==> src/rtl/io_input_pkg.sv <==
// ---------------------------------------------------------------------------
// io_input_pkg
// Shared definitions for the IO board input conditioner: the debounce FSM
// state encoding, default timing constants and the channel counts.
// No ports (package).
// ---------------------------------------------------------------------------
package io_input_pkg;

    // Debounce FSM: STABLE while the synchronized pin agrees with the
    // committed level, COUNT while a candidate new value is being timed.
    typedef enum logic {
        STABLE = 1'b0,
        COUNT  = 1'b1
    } db_state_t;

    // 10 ms at 50 MHz
    localparam int DEFAULT_DEBOUNCE_CYCLES = 500000;
    // 500 ms until the first auto-repeat, then every 100 ms
    localparam int DEFAULT_REPEAT_DELAY    = 25000000;
    localparam int DEFAULT_REPEAT_PERIOD   = 5000000;

    localparam int NUM_PB  = 4;
    localparam int NUM_DSW = 8;

endpackage

==> src/rtl/io_input_debounce_channel.sv <==
// ---------------------------------------------------------------------------
// debounce_channel
// One input channel: 2-flop synchronizer, polarity inversion and a debounce
// FSM with a stability counter. The committed level only changes after the
// synchronized value has differed from it for DEBOUNCE_CYCLES consecutive
// samples.
//
// Parameters:
//   DEBOUNCE_CYCLES  consecutive stable samples needed to commit (>= 2)
// Ports:
//   clk    in   system clock
//   rst_n  in   asynchronous active-low reset
//   raw_n  in   raw active-low pin
//   level  out  committed active-high level (registered)
//   rise   out  one-cycle pulse on a 0->1 commit (registered)
//   fall   out  one-cycle pulse on a 1->0 commit (registered)
// ---------------------------------------------------------------------------
module debounce_channel
    import io_input_pkg::*;
#(
    parameter int DEBOUNCE_CYCLES = DEFAULT_DEBOUNCE_CYCLES
) (
    input  logic clk,
    input  logic rst_n,
    input  logic raw_n,
    output logic level,
    output logic rise,
    output logic fall
);

    localparam int CNT_W = $clog2(DEBOUNCE_CYCLES);
    localparam logic [CNT_W-1:0] CNT_ONE  = CNT_W'(1);
    localparam logic [CNT_W-1:0] CNT_LAST = CNT_W'(DEBOUNCE_CYCLES - 1);

    logic [1:0]       sync_q;
    logic             sample;
    db_state_t        state;
    logic [CNT_W-1:0] cnt;

    // Synchronizer resets to the released/off pin value so that nothing
    // looks pressed while reset is asserted.
    always_ff @(posedge clk or negedge rst_n) begin
        if (!rst_n) begin
            sync_q <= 2'b11;
        end else begin
            sync_q <= {sync_q[0], raw_n};
        end
    end

    assign sample = ~sync_q[1];

    // The counter is loaded with 1 on entry to COUNT because the entering
    // sample is already the first stable sample of the new value; this puts
    // the commit exactly DEBOUNCE_CYCLES samples after the change appears.
    always_ff @(posedge clk or negedge rst_n) begin
        if (!rst_n) begin
            state <= STABLE;
            cnt   <= '0;
            level <= 1'b0;
            rise  <= 1'b0;
            fall  <= 1'b0;
        end else begin
            rise <= 1'b0;
            fall <= 1'b0;
            case (state)
                STABLE: begin
                    if (sample != level) begin
                        state <= COUNT;
                        cnt   <= CNT_ONE;
                    end else begin
                        cnt <= '0;
                    end
                end
                COUNT: begin
                    if (sample == level) begin
                        state <= STABLE;
                        cnt   <= '0;
                    end else if (cnt == CNT_LAST) begin
                        level <= sample;
                        rise  <= sample;
                        fall  <= ~sample;
                        cnt   <= '0;
                        state <= STABLE;
                    end else begin
                        cnt <= cnt + CNT_ONE;
                    end
                end
                default: begin
                    state <= STABLE;
                    cnt   <= '0;
                end
            endcase
        end
    end

endmodule

==> src/rtl/io_input_debounce.sv <==
// ---------------------------------------------------------------------------
// io_input_debounce
// Conditions the IO board pushbuttons and DIP switches: every pin gets its
// own synchronizer and debouncer, and the block delivers clean active-high
// levels plus press/release/change pulses.
//
// Build option:
//   IO_DEBOUNCE_REPEAT_EN  when defined, a held pushbutton produces extra
//                          PB_PRESS pulses REPEAT_DELAY cycles after the
//                          press and then every REPEAT_PERIOD cycles.
//
// Ports:
//   M_CLOCK     in   system clock
//   M_RESET_N   in   asynchronous active-low reset
//   IO_PB       in   [4] raw pushbuttons, 0 = pressed
//   IO_DSW      in   [8] raw DIP switches, 0 = on
//   PB_LEVEL    out  [4] debounced pushbuttons, 1 = pressed
//   PB_PRESS    out  [4] press pulse (and repeat pulses if enabled)
//   PB_RELEASE  out  [4] release pulse
//   DSW_LEVEL   out  [8] debounced switches, 1 = on
//   DSW_CHANGE  out  pulse when any switch commits a change
// ---------------------------------------------------------------------------
module io_input_debounce
    import io_input_pkg::*;
#(
    parameter int DEBOUNCE_CYCLES = DEFAULT_DEBOUNCE_CYCLES,
    parameter int REPEAT_DELAY    = DEFAULT_REPEAT_DELAY,
    parameter int REPEAT_PERIOD   = DEFAULT_REPEAT_PERIOD
) (
    input  logic               M_CLOCK,
    input  logic               M_RESET_N,
    input  logic [NUM_PB-1:0]  IO_PB,
    input  logic [NUM_DSW-1:0] IO_DSW,
    output logic [NUM_PB-1:0]  PB_LEVEL,
    output logic [NUM_PB-1:0]  PB_PRESS,
    output logic [NUM_PB-1:0]  PB_RELEASE,
    output logic [NUM_DSW-1:0] DSW_LEVEL,
    output logic               DSW_CHANGE
);

    logic [NUM_PB-1:0]  pb_rise;
    logic [NUM_DSW-1:0] dsw_rise;
    logic [NUM_DSW-1:0] dsw_fall;

    for (genvar i = 0; i < NUM_PB; i++) begin : g_pb
        debounce_channel #(
            .DEBOUNCE_CYCLES(DEBOUNCE_CYCLES)
        ) u_channel (
            .clk   (M_CLOCK),
            .rst_n (M_RESET_N),
            .raw_n (IO_PB[i]),
            .level (PB_LEVEL[i]),
            .rise  (pb_rise[i]),
            .fall  (PB_RELEASE[i])
        );
    end

    for (genvar i = 0; i < NUM_DSW; i++) begin : g_dsw
        debounce_channel #(
            .DEBOUNCE_CYCLES(DEBOUNCE_CYCLES)
        ) u_channel (
            .clk   (M_CLOCK),
            .rst_n (M_RESET_N),
            .raw_n (IO_DSW[i]),
            .level (DSW_LEVEL[i]),
            .rise  (dsw_rise[i]),
            .fall  (dsw_fall[i])
        );
    end

    // Simultaneous commits on several switches collapse into one pulse.
    assign DSW_CHANGE = |(dsw_rise | dsw_fall);

`ifdef IO_DEBOUNCE_REPEAT_EN
    localparam logic [31:0] DELAY_LAST  = 32'(REPEAT_DELAY - 1);
    localparam logic [31:0] PERIOD_LAST = 32'(REPEAT_PERIOD - 1);

    logic [NUM_PB-1:0][31:0] rep_cnt;
    logic [NUM_PB-1:0]       rep_first;
    logic [NUM_PB-1:0]       rep_pulse;

    // The repeat counter idles at 0 while the button is released, so in the
    // commit cycle it reads 0 and reaches REPEAT_DELAY-1 one cycle before
    // the first repeat pulse. rep_first selects the initial delay versus the
    // steady repeat period.
    always_ff @(posedge M_CLOCK or negedge M_RESET_N) begin
        if (!M_RESET_N) begin
            rep_cnt   <= '0;
            rep_first <= '1;
            rep_pulse <= '0;
        end else begin
            for (int i = 0; i < NUM_PB; i++) begin
                if (!PB_LEVEL[i]) begin
                    rep_cnt[i]   <= '0;
                    rep_first[i] <= 1'b1;
                    rep_pulse[i] <= 1'b0;
                end else if (rep_cnt[i] == (rep_first[i] ? DELAY_LAST : PERIOD_LAST)) begin
                    rep_cnt[i]   <= '0;
                    rep_first[i] <= 1'b0;
                    rep_pulse[i] <= 1'b1;
                end else begin
                    rep_cnt[i]   <= rep_cnt[i] + 32'd1;
                    rep_pulse[i] <= 1'b0;
                end
            end
        end
    end

    // A repeat that would land in the release-commit cycle is masked by the
    // already-cleared level.
    assign PB_PRESS = pb_rise | (rep_pulse & PB_LEVEL);
`else
    localparam int unused_repeat_cfg = REPEAT_DELAY + REPEAT_PERIOD;

    assign PB_PRESS = pb_rise;
`endif

endmodule

==> config.mk <==
export PLATFORM = sky130hd
export DESIGN_NAME = io_input_debounce
export DESIGN_NICKNAME = d
export VERILOG_FILES = /design/src/rtl/io_input_pkg.sv /design/src/rtl/io_input_debounce_channel.sv /design/src/rtl/io_input_debounce.sv
export SDC_FILE = /design/constraint.sdc
export NUM_CORES = 1
export LEC_CHECK = 0
export ABC_AREA = 1
export CORE_UTILIZATION = 45
export CTS_CLUSTER_DIAMETER = 150
export DETAILED_ROUTE_END_ITERATION = 6
export GPL_ROUTABILITY_DRIVEN = 0
export PLACE_DENSITY = 0.67
export REMOVE_ABC_BUFFERS = 1
export SYNTH_ARGS = -nofsm -noshare
export SYNTH_HDL_FRONTEND = slang
export SYNTH_SLANG_ARGS = --single-unit
export TNS_END_PERCENT = 20
==> constraint.sdc <==
create_clock -name M_CLOCK -period 2 [get_ports M_CLOCK]
set_input_delay 0.4 -clock M_CLOCK [delete_from_list [all_inputs] [get_ports M_CLOCK]]
set_output_delay 0.4 -clock M_CLOCK [all_outputs]
set_load 0.1 [all_outputs]
# --- After elaboration in Yosys (flattened, before gate mapping) ---
# Cells that the tools add are included.
classes:
  addsub: 12
  n_eq_ne: 36
  muxes: 168
  bitwise: 37
  n_reduce_logical: 13
ops:
  columns: ["op", "n"]
  rows:
  - ["$mux W19", 24]
  - ["$pmux W19 S2", 12]
  - ["$add A19 B1 Y19 const B", 12]
  - ["$eq A19 B19 Y1 const B", 12]
  - ["$mux W1", 120]
  - ["$not A1 Y1", 36]
  - ["$reduce_and A3 Y1", 12]
  - ["$pmux W1 S2", 12]
  - ["$eq A1 B1 Y1", 12]
  - ["$ne A1 B1 Y1", 12]
  - ["$or A8 B8 Y8", 1]
  - ["$reduce_or A8 Y1", 1]
totals:
  reg_bits: 300
  word_cells: 338

# --- Longest topological paths before layout ---
# Gate-level depths: netlist of run 1.
depth:
  depth_word: 4
  ltp_mapped: 10

# --- Modules after synthesis ---
# A second synthesis of run 1 with hierarchy kept.
hier_totals:
  cells_unflattened: 2402
  hier_area_um2: 18068.6
modules_own_cells:
  columns: ["mod", "instances", "cells_per_inst", "area_each_um2", "seq_area_each_um2"]
  rows:
  - ["debounce_channel at g_dsw[0].u_channel ...", 11, 199, 1501.4, 628.1]
  - ["debounce_channel at g_pb[3].u_channel", 1, 198, 1496.4, 628.1]
  - ["io_input_debounce", 1, 15, 56.3, 0.0]

# --- Worst setup path after synthesis of run 1 ---
# Ideal clock, no wire load.
synth_timing:
  path_kind: "reg-to-output"
  startpoint: "register g_dsw[0].u_channel.fall"
  endpoint: "output DSW_CHANGE"
  arrival_ns: 1.533
  slack_ns: 0.067
  path_stages_with_launch: 3
  path_cell_list: "dfrtp_1 -> nor4_1 -> nand4_1"
synth_between:
  elab_chain_cells: 2
synth_lines:
  columns: ["element", "line_no", "text"]
  rows:
  - ["from (decl)", "io_input_debounce_channel.sv:28", "output logic fall"]
  - ["from (signal assigned)", "io_input_debounce_channel.sv:81", "fall <= ~sample;"]
  - ["$or A8 B8 Y8", "io_input_debounce.sv:72", "assign DSW_CHANGE = |(dsw_rise | dsw_fall);"]
  - ["$reduce_or A8 Y1", "io_input_debounce.sv:72", null]
  - ["to (decl)", "io_input_debounce.sv:38", "output logic DSW_CHANGE"]
# No other way between the ends.

# --- Worst setup path in the final report of run 1 ---
layout_timing:
  startpoint: "register g_dsw[3].u_channel.rise"
  endpoint: "output DSW_CHANGE"
layout_between:
  elab_chain_cells: 2
layout_lines:
  columns: ["element", "line_no", "text"]
  rows:
  - ["from (decl)", "io_input_debounce_channel.sv:27", "output logic rise,"]
  - ["from (signal assigned)", "io_input_debounce_channel.sv:80", "rise <= sample;"]
  - ["$or A8 B8 Y8", "io_input_debounce.sv:72", null]
  - ["$reduce_or A8 Y1", "io_input_debounce.sv:72", null]
# No other way between the ends.

==> impl_results.md, run 1 <==
* Power per cell area at 764 nW/um2
* CP Launch Type: register
* Die ar. at 36000 um2
* Mapped Cells at 2089
* Global-route wire length before repair at 54.4 mm
* I/O pin total at 35
* I/O Buffers at 34
* Hold Vio Cnt, Final at 0
* Peak VDD IR at 0.673 mV
* Number of flops mapped to enable cells by yosys at 0
* DR vias/cell at 4.83
* Remaining DRCs at 0
* Switching Share at 21.8%
* Run status: complete, but fails checks
* CP cell instances: nor4_2, buf_4, nand4_1, buf_12
* Die height at 190 um
* Max Cap Viol at 0
* Failing checks: setup timing
* Initial DRC Count at 815
* Layout fillers at 3295
* Leak at 8.00 nW
* Hold slack at 0.275 ns
* Cell area after layout at 17900 um2
* Largest net degree at the start of global routing at 94
* Worst Slack Setup Final at -0.192 ns
* Area grow syn2layout at 12.6%
* Final core utilization at 51.6%
* Setup WS pre-CTS at 0.197 ns
* Worst Path Class, Setup: reg -> out
* Slew Limit Fails at 0
* Mean Syn Cell Area at 7.60 um2
* Synthesis Warnings at 0
* Clock sink total at 300
* Share of cells above drive strength 1 at 9.57%
* Clock power frac at 49.3%
* #FFs+latches synth at 300
* GRT Util Overall at 18.0%
* Number of setup violations in the final report at 1
* Initial antenna violation count at 0
* Critical Path Slowest Stage Cell: dfrtp_1
* Yosys cell types at 37
* Post-synthesis sequential area ratio at 47.5%
* Minimum clock period at 2.19 ns
* Total wire length at 30.8 mm
* Worst Tran Pin Value at 0.511 ns
* Area of the core at 34600 um2
* Pint at 10.7 mW
* Unrepaired setup endpoints after global routing: true
* Max-slew headroom at 66.0%
* Worst setup EP type: output port
* Skew-Pair Late Insertion Delay at 0.52 ns
* Final Cycle Share at 110%
* Critical Path AT at 1.79 ns
* Gate power share at 4.6%
* Sum Neg Setup Slack at -0.192 ns
* Most frequent cells in the layout: nor2_1, nand2_1, dfrtp_1
* Vias at 12656
* Max Buffers Root-to-Sink at 3
* Synth Cell Area at 15900 um2
* Grt ovf at 0
* Post-DP HPWL at 22.3 mm
* Max Clock Freq at 456 MHz
* Vias in the first global route at 12025
* Final #Nets at 2164
* Antenna Violating Nets Remaining at 0
* CP max FO at 1
* First-pass iteration count of the detailed router at 6
* Sequential fraction of design power at 46.1%
* H-tree levels at 2
* CTS tree: done
* Rows at 68
* Initial Util at 45.8%
* Hold WC Path Type: in -> reg
* Die Span X at 190 um
* Root Driver: clkbuf_16
* N_diodes at 0
* Post-DP Area at 16600 um2
* Switching power at 2.97 mW
* Clock Skew at 0.0111 ns
* CTS Buf Count at 35
* Async S/R FF share, synth at 100%
* Clock slew at reported path FFs at 0.06 ns
* Commonest non-fill, non-tap cell in the layout: nor2_1
* Top_reg_cell synth: dfrtp_1
* Req. time, crit path at 1.60 ns
* Worst stage delay on the critical path at 0.37 ns
* Drt wl/cell at 11.8 um
==> flip-flops by register name, indices dropped and copies added, names as in the netlist, 8 cells and up <==
register,cells
g_dsw.u_channel.rise,8
g_dsw.u_channel.level,8
g_dsw.u_channel.sync_q,16
g_dsw.u_channel.state,8
g_dsw.u_channel.fall,8
g_pb.u_channel.sync_q,8
g_dsw.u_channel.cnt,152
g_pb.u_channel.cnt,76
==> metal layers <==
layer  share of wire, %  vias up  GRT usage [%]  wire [um]
met2                 46      184           29.3      14300
li1                   -     6567              -          -
met4                1.8        0           5.58        556
met5                  0        -              0          0
met1                 48     5863           24.7      14900
met3                3.6       42           2.58       1120
==> cells by family after synthesis <==
kind of cell / synth area share (%)
DFF: 47.5
and+or+nand+nor: 36.2
AOI/OAI and AO/OA: 2.56
buffers and inverters: 7.81
xor gates and xnor gates: 4.97
adders and majority gates: 0.946
==> area by class of cell <==
class                           instances  area (um2)  area share, %
Sequential cell                       300        7540           42.2
Multi-Input combinational cell       1495        7110           39.8
Clock buffer                           49        1000           5.60
Inverter                              260         976           5.46
Tap cell                              455         569           3.19
Timing Repair Buffer                   46         448           2.51
Clock inverter                         14         229           1.28
==> worst paths after layout <==
path,startpoint,slack (ns),depth (start not counted),end
worst min register to register,g_pb[2].u_channel.sync_q[0]$_DFF_PN1_,0.35,0,g_pb[2].u_channel.sync_q[1]$_DFF_PN1_
worst max-delay path,g_dsw[3].u_channel.rise$_DFF_PN0_,-0.19,4,DSW_CHANGE
max in group asynchronous,M_RESET_N,0.93,3,g_dsw[3].u_channel.sync_q[1]$_DFF_PN1_
worst min-delay path,IO_DSW[4],0.28,1,g_dsw[4].u_channel.sync_q[0]$_DFF_PN1_
min in group asynchronous,M_RESET_N,0.30,2,g_dsw[1].u_channel.cnt[3]$_DFF_PN0_
worst max register to register,g_dsw[1].u_channel.sync_q[1]$_DFF_PN1_,0.33,8,g_dsw[1].u_channel.cnt[16]$_DFF_PN0_
==> power groups by stage <==
stage	combinational [mW]	clock [mW]	sequential, mW
after floorplan	0.357	0	6.38
after global placement	0.624	0	6.39
after detailed placement	0.637	0	6.40
after CTS	0.646	6.96	6.29
after global routing	0.729	7.21	6.30
final	0.624	6.73	6.29
==> synth_stat cells (2+ instances only) <==
cell      instances  area [um2]
buf_6             4        45.0
o21a_1           10        75.1
nor4_1            4        25.0
buf_4            27         203
nand3b_1          6        45.0
o21ai_2           3        26.3
inv_1           256         961
nor3_1           55         275
o21ai_1           3        15.0
a21oi_2           2        17.5
inv_2             4        15.0
a21oi_1          13        65.1
o21ai_0          32         160
nand2_4           3        33.8
xor2_1           80         701
nor2_1          506        1900
o21bai_1          3        22.5
nand2_2          23         144
nor2_2           34         213
dfstp_2          24         631
nand2_1         477        1790
nor3_4            2        32.5
nor3b_1           7        52.6
nor2_4           17         191
ha_1             12         150
nand3_2           3        30.0
xnor2_1          10        87.6
buf_2             3        15.0
nand4_1          52         325
nand3_1         132         661
dfrtp_1         276        6910
==> critical path, delay by kind of cell (launching register included) <==
kind	cells	cell delay, ns
buf+inv	2	0.41
flops	1	0.37
simple gates	2	0.50
==> through the flow <==
stage                     instances  power [mW]
after floorplan                2055        6.74
after global placement         2555        7.02
after detailed placement       2555        7.04
after CTS                      2619        13.9
after global routing           2619        14.2
final                          2619        13.6
==> timing repair <==
action	CTS	global route
buffers inserted	0	0
pin swaps	1	1
gates resized for setup	2	1
endpoints found under the hold margin	62	0
endpoints found under the setup margin	1	1
hold buffers	1	0
No activity file was read; power rests on OpenSTA's default activity.
==> inputs of run 2 (changes only) <==
--- a/config.mk
+++ b/config.mk
@@ -6,6 +6,7 @@
 export NUM_CORES = 1
 export LEC_CHECK = 0
 export ABC_AREA = 1
+export CORE_MARGIN = 1.5
 export CORE_UTILIZATION = 45
 export CTS_CLUSTER_DIAMETER = 150
 export DETAILED_ROUTE_END_ITERATION = 6
==> impl_results.md, run 2 (same netlist as run 1, synthesis figures left out) <==
* Initial Util at 45.8%
* Worst Path Class, Setup: reg -> out
* Share of cells above drive strength 1 at 9.83%
* Die Span X at 191 um
* Post-DP HPWL at 22.6 mm
* Most frequent cells in the layout: nor2_1, nand2_1, dfrtp_1
* I/O Buffers at 34
* Max-slew headroom at 64.9%
* Worst hold path depth at 1
* R2r setup slk at 0.29 ns
* Rows at 68
* Final #Nets at 2166
* Run status: complete, but fails checks
* N_diodes at 0
* Leak at 8.01 nW
* Max Cap Viol at 0
* Worst flop-to-flop path startpoint: g_pb[3].u_channel.cnt[0]$_DFF_PN0_
* CTS Buf Count at 36
* Hold path startpoint: IO_DSW[2]
* DR vias/cell at 4.85
* Critical Path AT at 1.83 ns
* Vias in the first global route at 12629
* Worst setup EP type: output port
* R2R Path End: g_pb[3].u_channel.cnt[3]$_DFF_PN0_
* Initial DRC Count at 710
* GRT Util Overall at 18.1%
* WHS Endpoint: g_dsw[2].u_channel.sync_q[0]$_DFF_PN1_
* CP cell instances: nor4_2, nand4_1, buf_12
* Reg with most FFs: g_dsw.u_channel.cnt
* Final core utilization at 51.7%
* Final Cycle Share at 112%
* Slew Limit Fails at 0
* Area of the core at 34600 um2
* First-pass iteration count of the detailed router at 5
* Area grow syn2layout at 12.8%
* Unrepaired setup endpoints after global routing: true
* Worst Slack Setup Final at -0.233 ns
* Hold WC Path Type: in -> reg
* Leading registers by flop count: g_dsw.u_channel.cnt x152, g_pb.u_channel.cnt x76, g_dsw.u_channel.sync_q x16
* Grt ovf at 0
* Crit-path leading delay family: simple AND/OR/NAND/NOR gates
* Max Clock Freq at 448 MHz
* Vias at 12718
* Clock Skew at 0.0272 ns
* I/O pin total at 35
* Failing checks: setup timing
* Max Buffers Root-to-Sink at 3
* Total power at 13.6 mW
* Peak VDD IR at 0.572 mV
* Power per cell area at 763 nW/um2
* Max reg flops at 152
* H-tree levels at 2
* Commonest non-fill, non-tap cell in the layout: nor2_1
* Initial antenna violation count at 0
* Largest net degree at the start of global routing at 54
* Critical Path Slowest Stage Cell: nor4_2
* WP buf/inv at 1
* Number of setup violations in the final report at 1
* Total wire length at 31.0 mm
* Drt wl/cell at 11.8 um
* R2R depth at 7
* Hold Vio Cnt, Final at 0
* Skew-Pair Late Insertion Delay at 0.52 ns
* CP max FO at 1
* Antenna Violating Nets Remaining at 0
* CP Launch Type: register
* Req. time, crit path at 1.60 ns
* Worst Tran Pin Value at 0.526 ns
* CTS tree: done
* Clock slew at reported path FFs at 0.06 ns
* Minimum clock period at 2.23 ns
* Remaining DRCs at 0
* Worst stage delay on the critical path at 0.40 ns
* Die ar. at 36400 um2
* Die height at 191 um
* Clock sink total at 300
* Root Driver: clkbuf_16
* Global-route wire length before repair at 55.9 mm
-- run 2: how the worst max path moves through the flow --
stage,from,endpoint,slack (ns),cells after the start
2_1_floorplan,g_dsw[0].u_channel.fall$_DFF_PN0_,DSW_CHANGE,0.07,2
3_3_place_gp,g_dsw[6].u_channel.fall$_DFF_PN0_,DSW_CHANGE,0.05,3
3_5_place_dp,g_dsw[6].u_channel.fall$_DFF_PN0_,DSW_CHANGE,0.13,3
4_1_cts,g_dsw[3].u_channel.rise$_DFF_PN0_,DSW_CHANGE,-0.31,4
5_1_grt,g_dsw[3].u_channel.rise$_DFF_PN0_,DSW_CHANGE,-0.32,4
6_report,g_dsw[6].u_channel.fall$_DFF_PN0_,DSW_CHANGE,-0.23,3
-- run 2: final cells by class --
type	instances	area, um2
sequential	300	7540
tap	455	569
timing repair buffer	47	468
inverter	260	976
clock buffer	49	1020
fill	3261	16700
multi-input combinational	1495	7110
clock inverter	16	218
-- run 2: timing repair --
| action | 4_1_cts | 5_1_grt |
|---|---|---|
| gates resized for setup | 3 | 0 |
| hold endpoints to repair | 37 | 0 |
| buffers inserted | 0 | 0 |
| pin swaps | 2 | 0 |
| setup endpoints to repair | 1 | 1 |
| hold buffers | 1 | 0 |
-- run 2: where the power goes --
part           leakage [nW]  switching, mW  internal, mW
clock                 0.608           2.50          4.23
combinational          3.34          0.444         0.186
sequential             4.06         0.0740          6.22
-- run 2: per-stage QoR --
step	setup WS, ns	hold WS (ns)	cells	setup TNS (ns)	cell area [um2]
after floorplan	0.0665	0.104	2055	0	15600
after global placement	0.0504	0.340	2556	0	16600
after detailed placement	0.126	0.340	2556	0	16600
after CTS	-0.311	0.258	2622	-0.311	17900
after global routing	-0.325	0.264	2622	-0.325	17900
final	-0.233	0.278	2622	-0.233	17900
-- run 2: metal layers --
| metal | global-route usage (%) | part of all wire (%) | up-vias |
|---|---|---|---|
| li1 | - | - | 6577 |
| met1 | 24.3 | 48 | 5878 |
| met2 | 29.9 | 46 | 210 |
| met3 | 2.87 | 3.9 | 53 |
| met4 | 5.72 | 2.2 | 0 |
| met5 | 0 | 0 | - |
-- run 2: worst register-to-register path, cell delays in order (launching register included) --
cell,delay (ns)
dfrtp_1,0.36
ha_1,0.21
nand2_1,0.14
nor2_4,0.16
nand3_2,0.10
o21ai_2,0.36
buf_4,0.22
nor3_1,0.05
==> inputs of run 3 (changes only) <==
--- a/config.mk
+++ b/config.mk
@@ -12,7 +12,6 @@
 export DETAILED_ROUTE_END_ITERATION = 6
 export GPL_ROUTABILITY_DRIVEN = 0
 export PLACE_DENSITY = 0.67
-export REMOVE_ABC_BUFFERS = 1
 export SYNTH_ARGS = -nofsm -noshare
 export SYNTH_HDL_FRONTEND = slang
 export SYNTH_SLANG_ARGS = --single-unit
==> constraint.sdc (replaced) <==
create_clock -name M_CLOCK -period 2.14 [get_ports M_CLOCK]
set_input_delay 0.428 -clock M_CLOCK [delete_from_list [all_inputs] [get_ports M_CLOCK]]
set_output_delay 0.428 -clock M_CLOCK [all_outputs]
set_load 0.1 [all_outputs]
==> impl_results.md, run 3 (same netlist as run 1, synthesis figures left out) <==
* Antenna Violating Nets Remaining at 0
* Clock Skew at 0.0130 ns
* CP cell instances: nor4_4, nand4_1, buf_12
* # Post-CTS Setup Buffers at 0
* Global-route wire length before repair at 56.0 mm
* Max reg flops at 152
* Multi-input gate area at 7140 um2
* Hold WC Path Type: in -> reg
* Remaining DRCs at 0
* Clock sink total at 300
* Worst Slack Setup Final at 0.0779 ns
* Total power at 12.9 mW
* Initial antenna violation count at 0
* Req. time, crit path at 1.71 ns
* Initial DRC Count at 763
* Max-slew headroom at 61.0%
* Die Span X at 191 um
* Peak VDD IR at 0.665 mV
* Final Cycle Share at 96.4%
* Most frequent cells in the layout: nor2_1, nand2_1, dfrtp_1
* Power per cell area at 720 nW/um2
* Hold Vio Cnt, Final at 0
* H-tree levels at 2
* Drt wl/cell at 12.1 um
* DR vias/cell at 4.88
* Vias in the first global route at 12304
* WP buf/inv at 1
* Sum Neg Setup Slack at 0 ns
* Die height at 191 um
* Slew Limit Fails at 0
* Cell area after layout at 17900 um2
* Post-DP HPWL at 22.9 mm
* Area grow syn2layout at 13.0%
* Root Driver: clkbuf_16
* First-pass iteration count of the detailed router at 5
* Syn_nets at 2115
* Critical Path Slowest Stage Cell: dfrtp_1
* Worst stage delay on the critical path at 0.39 ns
* Share of cells above drive strength 1 at 9.94%
* Final core utilization at 51.8%
* Run status: finished, final reports clean
* I/O Buffers at 34
* Minimum clock period at 2.06 ns
* Worst Tran Pin Value at 0.585 ns
* Vias at 12764
* Unrepaired setup endpoints after global routing: true
* Setup WS pre-CTS at 0.339 ns
* Leading registers by flop count: g_dsw.u_channel.cnt x152, g_pb.u_channel.cnt x76, g_dsw.u_channel.sync_q x16
* Number of setup violations in the final report at 0
* I/O pin total at 35
* Grt ovf at 0
* Rows at 68
* Total wire length at 31.6 mm
* Hold slack at 0.321 ns
* Post-DP Area at 16600 um2
* Largest net degree at the start of global routing at 62
* GRT Util Overall at 18.2%
* Register area at 7540 um2
* Skew-Pair Late Insertion Delay at 0.51 ns
* Initial Util at 45.8%
* N_diodes at 0
* CTS tree: done
* Post-Layout Cell Count at 2618
* Clock slew at reported path FFs at 0.06 ns
* CP Launch Type: register
* Crit-path leading delay family: simple AND/OR/NAND/NOR gates
* Layout fillers at 3218
* Cells after DPL at 2553
* Area of the core at 34600 um2
* Commonest non-fill, non-tap cell in the layout: nor2_1
* Worst Path Class, Setup: reg -> out
* Critical Path AT at 1.63 ns
* Reg with most FFs: g_dsw.u_channel.cnt
* Die ar. at 36400 um2
* Final #Nets at 2163
* Worst setup EP type: output port
* CTS Buf Count at 36
* CP max FO at 1
* Max Buffers Root-to-Sink at 3
* Leak at 8.02 nW
* Max Cap Viol at 0
* Max Clock Freq at 485 MHz
[run 3: what timing repair did]
item / 4_1_cts / 5_1_grt
hold endpoints to repair: 25 / 0
hold buffers: 1 / 0
pin swaps: 2 / 1
endpoints found under the setup margin: 1 / 1
resized for setup: 5 / 2
[run 3: final timing paths]
| path | startpoint | depth (start not counted) | endpoint | slack [ns] |
|---|---|---|---|---|
| setup / recovery | g_dsw[6].u_channel.fall$_DFF_PN0_ | 3 | DSW_CHANGE | 0.08 |
| hold / removal | IO_DSW[5] | 1 | g_dsw[5].u_channel.sync_q[0]$_DFF_PN1_ | 0.32 |
| setup reg to reg | g_pb[3].u_channel.cnt[0]$_DFF_PN0_ | 6 | g_pb[3].u_channel.cnt[0]$_DFF_PN0_ | 0.40 |
| hold reg to reg | g_dsw[2].u_channel.sync_q[0]$_DFF_PN1_ | 0 | g_dsw[2].u_channel.sync_q[1]$_DFF_PN1_ | 0.35 |
| max in group asynchronous | M_RESET_N | 3 | g_dsw[6].u_channel.cnt[11]$_DFF_PN0_ | 1.05 |
| min in group asynchronous | M_RESET_N | 2 | g_dsw[0].u_channel.cnt[16]$_DFF_PN0_ | 0.38 |
[run 3: cell type report]
cell class / count / share of cell area [%]
Timing Repair Buffer: 44 / 2.35
Clock inverter: 17 / 1.31
Sequential cell: 300 / 42.1
Clock buffer: 47 / 5.82
Inverter: 260 / 5.45
Tap cell: 455 / 3.18
Multi-Input combinational cell: 1495 / 39.8
[run 3: where the power goes]
group,internal [mW],switching [mW]
clock,4.05,2.39
sequential,5.81,0.0734
combinational,0.166,0.412
[run 3: metal layers]
layer,vias up,global-route usage (%),wire length (um)
met1,5902,24.4,14700
met5,-,0,0
met2,247,30.5,14900
met3,48,2.61,1300
met4,0,5.39,671
li1,6567,-,-
[run 3: worst reg2reg max path, delay by kind of cell (launching register included)]
family / cells / cell delay [ns]
AO/OA/AOI/OAI: 2 / 0.62
flip-flops: 1 / 0.36
AND/OR/NAND/NOR: 3 / 0.39
adder cells (fa/ha/maj): 1 / 0.22
